$ cat src/rtl/sweep_scheduler_if.sv
// rtl/sweep_scheduler_if.sv - control/status bundle between sweep host and sweep_scheduler
interface sweep_scheduler_if;
    logic       start;
    logic       stop;
    logic [3:0] port_mask;
    logic [7:0] repeat_count;
    logic       acq_ready;
    logic [1:0] switch_state;
    logic       state_change;
    logic       vna_trigger;
    logic       busy;
    logic       done;
    logic       timeout_err;
    logic [7:0] pass_count;

    modport master (
        output start, stop, port_mask, repeat_count, acq_ready,
        input  switch_state, state_change, vna_trigger, busy, done, timeout_err, pass_count
    );

    modport slave (
        input  start, stop, port_mask, repeat_count, acq_ready,
        output switch_state, state_change, vna_trigger, busy, done, timeout_err, pass_count
    );
endinterface

$ cat src/rtl/sweep_scheduler.sv
// rtl/sweep_scheduler.sv - steps an RF switch through masked states and triggers a VNA sweep per state
module sweep_scheduler #(
    parameter logic [23:0] SETTLE_CYCLES  = 24'd500000,
    parameter logic [15:0] TRIG_CYCLES    = 16'd50,
    parameter logic [27:0] TIMEOUT_CYCLES = 28'd250000000
) (
    input  logic               clk_50,
    input  logic               rst,
    sweep_scheduler_if.slave   sif
);

    typedef enum logic [2:0] {IDLE, SWITCH, SETTLE, TRIG, WAIT_ACQ, NEXT} state_t;

    localparam logic [27:0] SETTLE_LAST  = 28'(SETTLE_CYCLES) - 28'd1;
    localparam logic [27:0] TRIG_LAST    = 28'(TRIG_CYCLES) - 28'd1;
    localparam logic [27:0] TIMEOUT_LAST = TIMEOUT_CYCLES - 28'd1;

    state_t      state, state_nxt;
    logic [27:0] cnt;
    logic [3:0]  mask_q;
    logic [7:0]  repeat_q;
    logic [1:0]  index_q, index_nxt;
    logic [7:0]  pass_q, pass_nxt, pass_inc;
    logic        timeout_q, timeout_nxt;
    logic        done_q, done_nxt;
    logic        load;
    logic [2:0]  higher;
    logic        acq_s1, acq_s2, acq_s3;
    logic        acq_edge;

    function automatic logic [1:0] lowest_bit(input logic [3:0] m);
        logic [1:0] r;
        r = 2'd0;
        for (int i = 3; i >= 0; i--) begin
            if (m[i]) r = 2'(i);
        end
        return r;
    endfunction

    // {found, index} of the nearest set bit strictly above cur
    function automatic logic [2:0] next_higher(input logic [3:0] m, input logic [1:0] cur);
        logic [2:0] r;
        r = 3'b000;
        for (int i = 3; i >= 0; i--) begin
            if (m[i] && (i > int'(cur))) r = {1'b1, 2'(i)};
        end
        return r;
    endfunction

    assign acq_edge = acq_s2 & ~acq_s3;
    assign higher   = next_higher(mask_q, index_q);
    assign pass_inc = pass_q + 8'd1;

    always_comb begin
        state_nxt   = state;
        index_nxt   = index_q;
        pass_nxt    = pass_q;
        timeout_nxt = timeout_q;
        done_nxt    = 1'b0;
        load        = 1'b0;
        case (state)
            IDLE: begin
                if (sif.start && (sif.port_mask != 4'd0)) begin
                    state_nxt   = SWITCH;
                    index_nxt   = lowest_bit(sif.port_mask);
                    pass_nxt    = 8'd0;
                    timeout_nxt = 1'b0;
                    load        = 1'b1;
                end
            end
            SWITCH:   state_nxt = SETTLE;
            SETTLE:   if (cnt == SETTLE_LAST) state_nxt = TRIG;
            TRIG:     if (cnt == TRIG_LAST) state_nxt = WAIT_ACQ;
            WAIT_ACQ: begin
                if (acq_edge) begin
                    state_nxt = NEXT;
                end else if (cnt == TIMEOUT_LAST) begin
                    state_nxt   = IDLE;
                    timeout_nxt = 1'b1;
                end
            end
            NEXT: begin
                if (higher[2]) begin
                    index_nxt = higher[1:0];
                    state_nxt = SWITCH;
                end else begin
                    pass_nxt = pass_inc;
                    if ((repeat_q != 8'd0) && (pass_inc == repeat_q)) begin
                        done_nxt  = 1'b1;
                        state_nxt = IDLE;
                    end else begin
                        index_nxt = lowest_bit(mask_q);
                        state_nxt = SWITCH;
                    end
                end
            end
            default: state_nxt = IDLE;
        endcase
        // abort leaves switch position and pass count frozen where they were
        if ((state != IDLE) && sif.stop) begin
            state_nxt   = IDLE;
            index_nxt   = index_q;
            pass_nxt    = pass_q;
            timeout_nxt = timeout_q;
            done_nxt    = 1'b0;
        end
    end

    always_ff @(posedge clk_50 or posedge rst) begin
        if (rst) begin
            state     <= IDLE;
            cnt       <= 28'd0;
            mask_q    <= 4'd0;
            repeat_q  <= 8'd0;
            index_q   <= 2'd0;
            pass_q    <= 8'd0;
            timeout_q <= 1'b0;
            done_q    <= 1'b0;
            acq_s1    <= 1'b0;
            acq_s2    <= 1'b0;
            acq_s3    <= 1'b0;
        end else begin
            state     <= state_nxt;
            cnt       <= ((state_nxt != state) || (state == IDLE)) ? 28'd0 : cnt + 28'd1;
            index_q   <= index_nxt;
            pass_q    <= pass_nxt;
            timeout_q <= timeout_nxt;
            done_q    <= done_nxt;
            acq_s1    <= sif.acq_ready;
            acq_s2    <= acq_s1;
            acq_s3    <= acq_s2;
            if (load) begin
                mask_q   <= sif.port_mask;
                repeat_q <= sif.repeat_count;
            end
        end
    end

    assign sif.switch_state = index_q;
    assign sif.state_change = (state == SWITCH);
    assign sif.vna_trigger  = (state == TRIG);
    assign sif.busy         = (state != IDLE);
    assign sif.done         = done_q;
    assign sif.timeout_err  = timeout_q;
    assign sif.pass_count   = pass_q;

endmodule

$ cat src/flat_wrapper.sv
// flat-port wrapper written by rule: the top's interface ports become plain ports
module sweep_scheduler_flat 
#(
    parameter logic [23:0] SETTLE_CYCLES  = 24'd500000,
    parameter logic [15:0] TRIG_CYCLES    = 16'd50,
    parameter logic [27:0] TIMEOUT_CYCLES = 28'd250000000
)
  (clk_50, rst, sif_start, sif_stop, sif_port_mask, sif_repeat_count, sif_acq_ready, sif_switch_state, sif_state_change, sif_vna_trigger, sif_busy, sif_done, sif_timeout_err, sif_pass_count);
  sweep_scheduler_if sif_i ();
  input  logic clk_50;
  input  logic rst;
  input wire logic [$bits(sif_i.start)-1:0] sif_start;
  input wire logic [$bits(sif_i.stop)-1:0] sif_stop;
  input wire logic [$bits(sif_i.port_mask)-1:0] sif_port_mask;
  input wire logic [$bits(sif_i.repeat_count)-1:0] sif_repeat_count;
  input wire logic [$bits(sif_i.acq_ready)-1:0] sif_acq_ready;
  output wire logic [$bits(sif_i.switch_state)-1:0] sif_switch_state;
  output wire logic [$bits(sif_i.state_change)-1:0] sif_state_change;
  output wire logic [$bits(sif_i.vna_trigger)-1:0] sif_vna_trigger;
  output wire logic [$bits(sif_i.busy)-1:0] sif_busy;
  output wire logic [$bits(sif_i.done)-1:0] sif_done;
  output wire logic [$bits(sif_i.timeout_err)-1:0] sif_timeout_err;
  output wire logic [$bits(sif_i.pass_count)-1:0] sif_pass_count;
  assign sif_i.start = sif_start;
  assign sif_i.stop = sif_stop;
  assign sif_i.port_mask = sif_port_mask;
  assign sif_i.repeat_count = sif_repeat_count;
  assign sif_i.acq_ready = sif_acq_ready;
  assign sif_switch_state = sif_i.switch_state;
  assign sif_state_change = sif_i.state_change;
  assign sif_vna_trigger = sif_i.vna_trigger;
  assign sif_busy = sif_i.busy;
  assign sif_done = sif_i.done;
  assign sif_timeout_err = sif_i.timeout_err;
  assign sif_pass_count = sif_i.pass_count;
  sweep_scheduler #(.SETTLE_CYCLES(SETTLE_CYCLES), .TRIG_CYCLES(TRIG_CYCLES), .TIMEOUT_CYCLES(TIMEOUT_CYCLES)) u_core (.clk_50(clk_50), .rst(rst), .sif(sif_i));
endmodule
$ cat config.mk
export PLATFORM = sky130hd
export DESIGN_NAME = sweep_scheduler_flat
export DESIGN_NICKNAME = d
export VERILOG_FILES = /design/src/rtl/sweep_scheduler_if.sv /design/src/rtl/sweep_scheduler.sv /design/src/flat_wrapper.sv
export SDC_FILE = /design/constraint.sdc
export NUM_CORES = 1
export LEC_CHECK = 0
export CAP_MARGIN = 15
export CORE_ASPECT_RATIO = 0.8
export CORE_MARGIN = 8
export CORE_UTILIZATION = 30
export CTS_CLUSTER_DIAMETER = 120
export DETAILED_ROUTE_END_ITERATION = 7
export PLACE_DENSITY = 0.45
export SLEW_MARGIN = 20
export SYNTH_ARGS = -nofsm -noshare
export SYNTH_HDL_FRONTEND = slang
export SYNTH_SLANG_ARGS = --single-unit
$ cat constraint.sdc
create_clock -name clk_50 -period 3 [get_ports clk_50]
set_input_delay 0.3 -clock clk_50 [delete_from_list [all_inputs] [get_ports clk_50]]
set_output_delay 0.3 -clock clk_50 [all_outputs]
set_load 0.02 [all_outputs]
==> out/qor.yml <==
outcome:
  status: "finished clean"
clock_tree:
  clkSlewWorstSetupHoldPaths_ns: 0.05
  postCtsHoldBufs: 0
  clockBufferDepth: 2
  cts.repair.resized: 0
  htreeDepth: 3
  cts_setup_buffers: 0
  cts_tree: "yes"
  clock_latency_ns: 0.33
  numCtsBuffers: 9
  root_buffer: "clkbuf_16"
  cts.sinks: 58
worst_setup_path:
  cp_num_buf_inv: 1
  setup.worst_path.end_class: "flop"
  cp_num_cells: 8
  r2r_start: "u_core.sif.pass_count[0]"
  critPathMaxFanout: 29
  path_cells: "ha_1 > xor2_1 > xnor2_1 > o2111ai_1 > or4_4 > o21ai_2 > buf_4 > a211oi_1"
  rrSetupSlack_ns: 0.46
  required_ns: 3.18
  reg2reg_to: "u_core.cnt[18]"
  start_kind: "flop"
  slowest_delay_ns: 0.58
  crit_end: "u_core.cnt[18]"
  cp.arrival_ns: 2.73
  reg2reg_depth: 8
  crit_family: "simple AND/OR/NAND/NOR gates"
  worstSetupPathType: "reg -> reg"
  cp-startpoint: "u_core.sif.pass_count[0]"
  crit_slowest_cell: "or4_4"
yosys:
  yosys_warnings: 0
  ys_seq_area_share_pct: 42.9
  async_flop_share_pct: 100
  synth.cell_area_sq_um: 3380
  synthCells: 372
  syn_nets: 392
  yosys_most_used_dff: "dfrtp_1"
  synth_cell_type_count: 53
  synth_edf_count: 0
  yosys_register_bits: 58
  avgSynthCellArea_sq_um: 9.09
sta:
  setup_viol: 0
  worstMarginPinSlew_ns: 0.579
  rsz0062_at_grt: "false"
  skew_ns: 0.00627
  hold_viol: 0
  fmax_mhz: 393
  slew_headroom_pct: 60.9
  fin_setup_tns_ns: 0
  maxSlewViolCount: 0
  post-route-period-util_pct: 84.8
  setup_slack_ns: 0.456
  min_period_ns: 2.54
cells_and_area:
  utilization_pct: 38.0
  nNetsFinal: 424
  area_growth_pct: 22.8
  drive_gt1_share_pct: 8.58
  design_area_sq_um: 4150
  diodes: 0
routing:
  vias_per_cell: 5.22
  drt-initial-drc-count: 269
  final_antenna_net_count: 0
  dr.pass1.iters: 4
  wl_per_cell_microns: 16.5
  vias: 2882
  wirelength_microns: 9090
  drc: 0
place:
  dp_hpwl_microns: 6560
  place_congestion: 0.788
  portBuffers: 31
  place_ws_ns: 0.445
  dpl_cell_area_sq_um: 3850
global_route:
  antenna_found_initial: 0
  grt_pass1_vias: 2851
  grt_max_degree: 30
  grtUsageTotal_pct: 12.5
  grt_pass1_wl_microns: 15100
  overflow: 0
die:
  initial_core_util_pct: 30.9
  die_w_microns: 135
  rows: 34
  dieArea_sq_um: 14900
  core_area_sq_um: 10900
  io_pins: 32
  fp.dieH_microns: 111
worst_hold_path:
  hp-class: "in -> async"
power:
  vdd_drop_max_uv: 291
  power.density_nw_per_um2: 662
  leakagePower_nw: 1.63
job:
  drv_cap: 0
## Yosys cell counts, drive strengths merged, types with 11 or more instances
cell | number | area share (%)
nand2 | 54 | 6.0
o21ai | 17 | 2.5
dfrtp | 58 | 43
nand3 | 12 | 1.9
xnor2 | 23 | 6.0
xor2 | 14 | 3.6
a211oi | 27 | 6.0
nand4 | 11 | 2.0
clkbuf | 11 | 1.3
nor4 | 11 | 2.0
nor2 | 21 | 2.3
## worst min path at each step
stage	endpoint	slack, ns	depth (start not counted)
2_1_floorplan	u_core.acq_s2	0.33	0
5_1_grt	u_core.acq_s2	0.35	0
6_report	u_core.sif.pass_count[6]	0.33	2
3_5_place_dp	u_core.acq_s2	0.34	0
4_1_cts	u_core.repeat_q[5]	0.34	2
3_3_place_gp	u_core.acq_s2	0.33	0
## placed cells by master (no fill, tap or decap), types with 14 or more instances in the layout
cell	Yosys	layout
dfrtp_1	58	58
nand2_1	54	54
xor2_1	14	14
clkdlybuf4s50_1	0	31
xnor2_1	23	23
nor2_1	21	21
a211oi_1	27	27
o21ai_0	16	16
## power by group
part	internal, mW	switching, mW	total [mW]
sequential	0.883	0.121	1.00
clock	0.704	0.350	1.05
combinational	0.287	0.405	0.692
total	1.87	0.876	2.75
## per-stage QoR
step                cells  power, mW  hold WS (ns)
floorplan             372       1.46         0.331
global placement      537       1.71         0.334
detailed placement    537       1.71         0.337
CTS                   552       2.78         0.337
global route          552       2.90         0.355
finish                552       2.75         0.329
## layer usage
layer  part of all wire, %  vias to the layer above  GRT usage (%)  wire (microns)
li1                      -                     1416              -               -
met3                   4.2                        8           3.89             386
met1                    54                     1413           18.6            4950
met5                     0                        -              0               0
met2                    40                       45           16.8            3660
met4                  0.98                        0           3.21              89
## kinds of logic after synthesis
| family | Yosys count | share of synthesized area, % |
|---|---|---|
| xor gates and xnor gates | 37 | 9.58 |
| and+or+nand+nor | 164 | 25.3 |
| DFF | 58 | 42.9 |
| muxes | 2 | 0.629 |
| adders and majority gates | 3 | 1.11 |
| AOI/OAI and AO/OA | 78 | 16.2 |
| buffers and inverters | 30 | 4.25 |
## area by class of cell
| cell class | count | area (sq um) |
|---|---|---|
| fill | 1105 | 6780 |
| clock inverter | 2 | 35.0 |
| clock buffer | 13 | 270 |
| timing repair buffer | 42 | 393 |
| multi-input combinational | 284 | 1790 |
| tap | 144 | 180 |
| inverter | 9 | 33.8 |
| sequential | 58 | 1450 |
## flip-flops by register name (all words and copies together) (netlist names)
signal                   cells
u_core.repeat_q              8
u_core.sif.done              1
u_core.cnt                  28
u_core.sif.switch_state      2
u_core.sif.timeout_err       1
u_core.acq_s3                1
u_core.acq_s2                1
u_core.state                 3
u_core.acq_s1                1
u_core.sif.pass_count        8
u_core.mask_q                4
(Power assumes the default switching activity.)
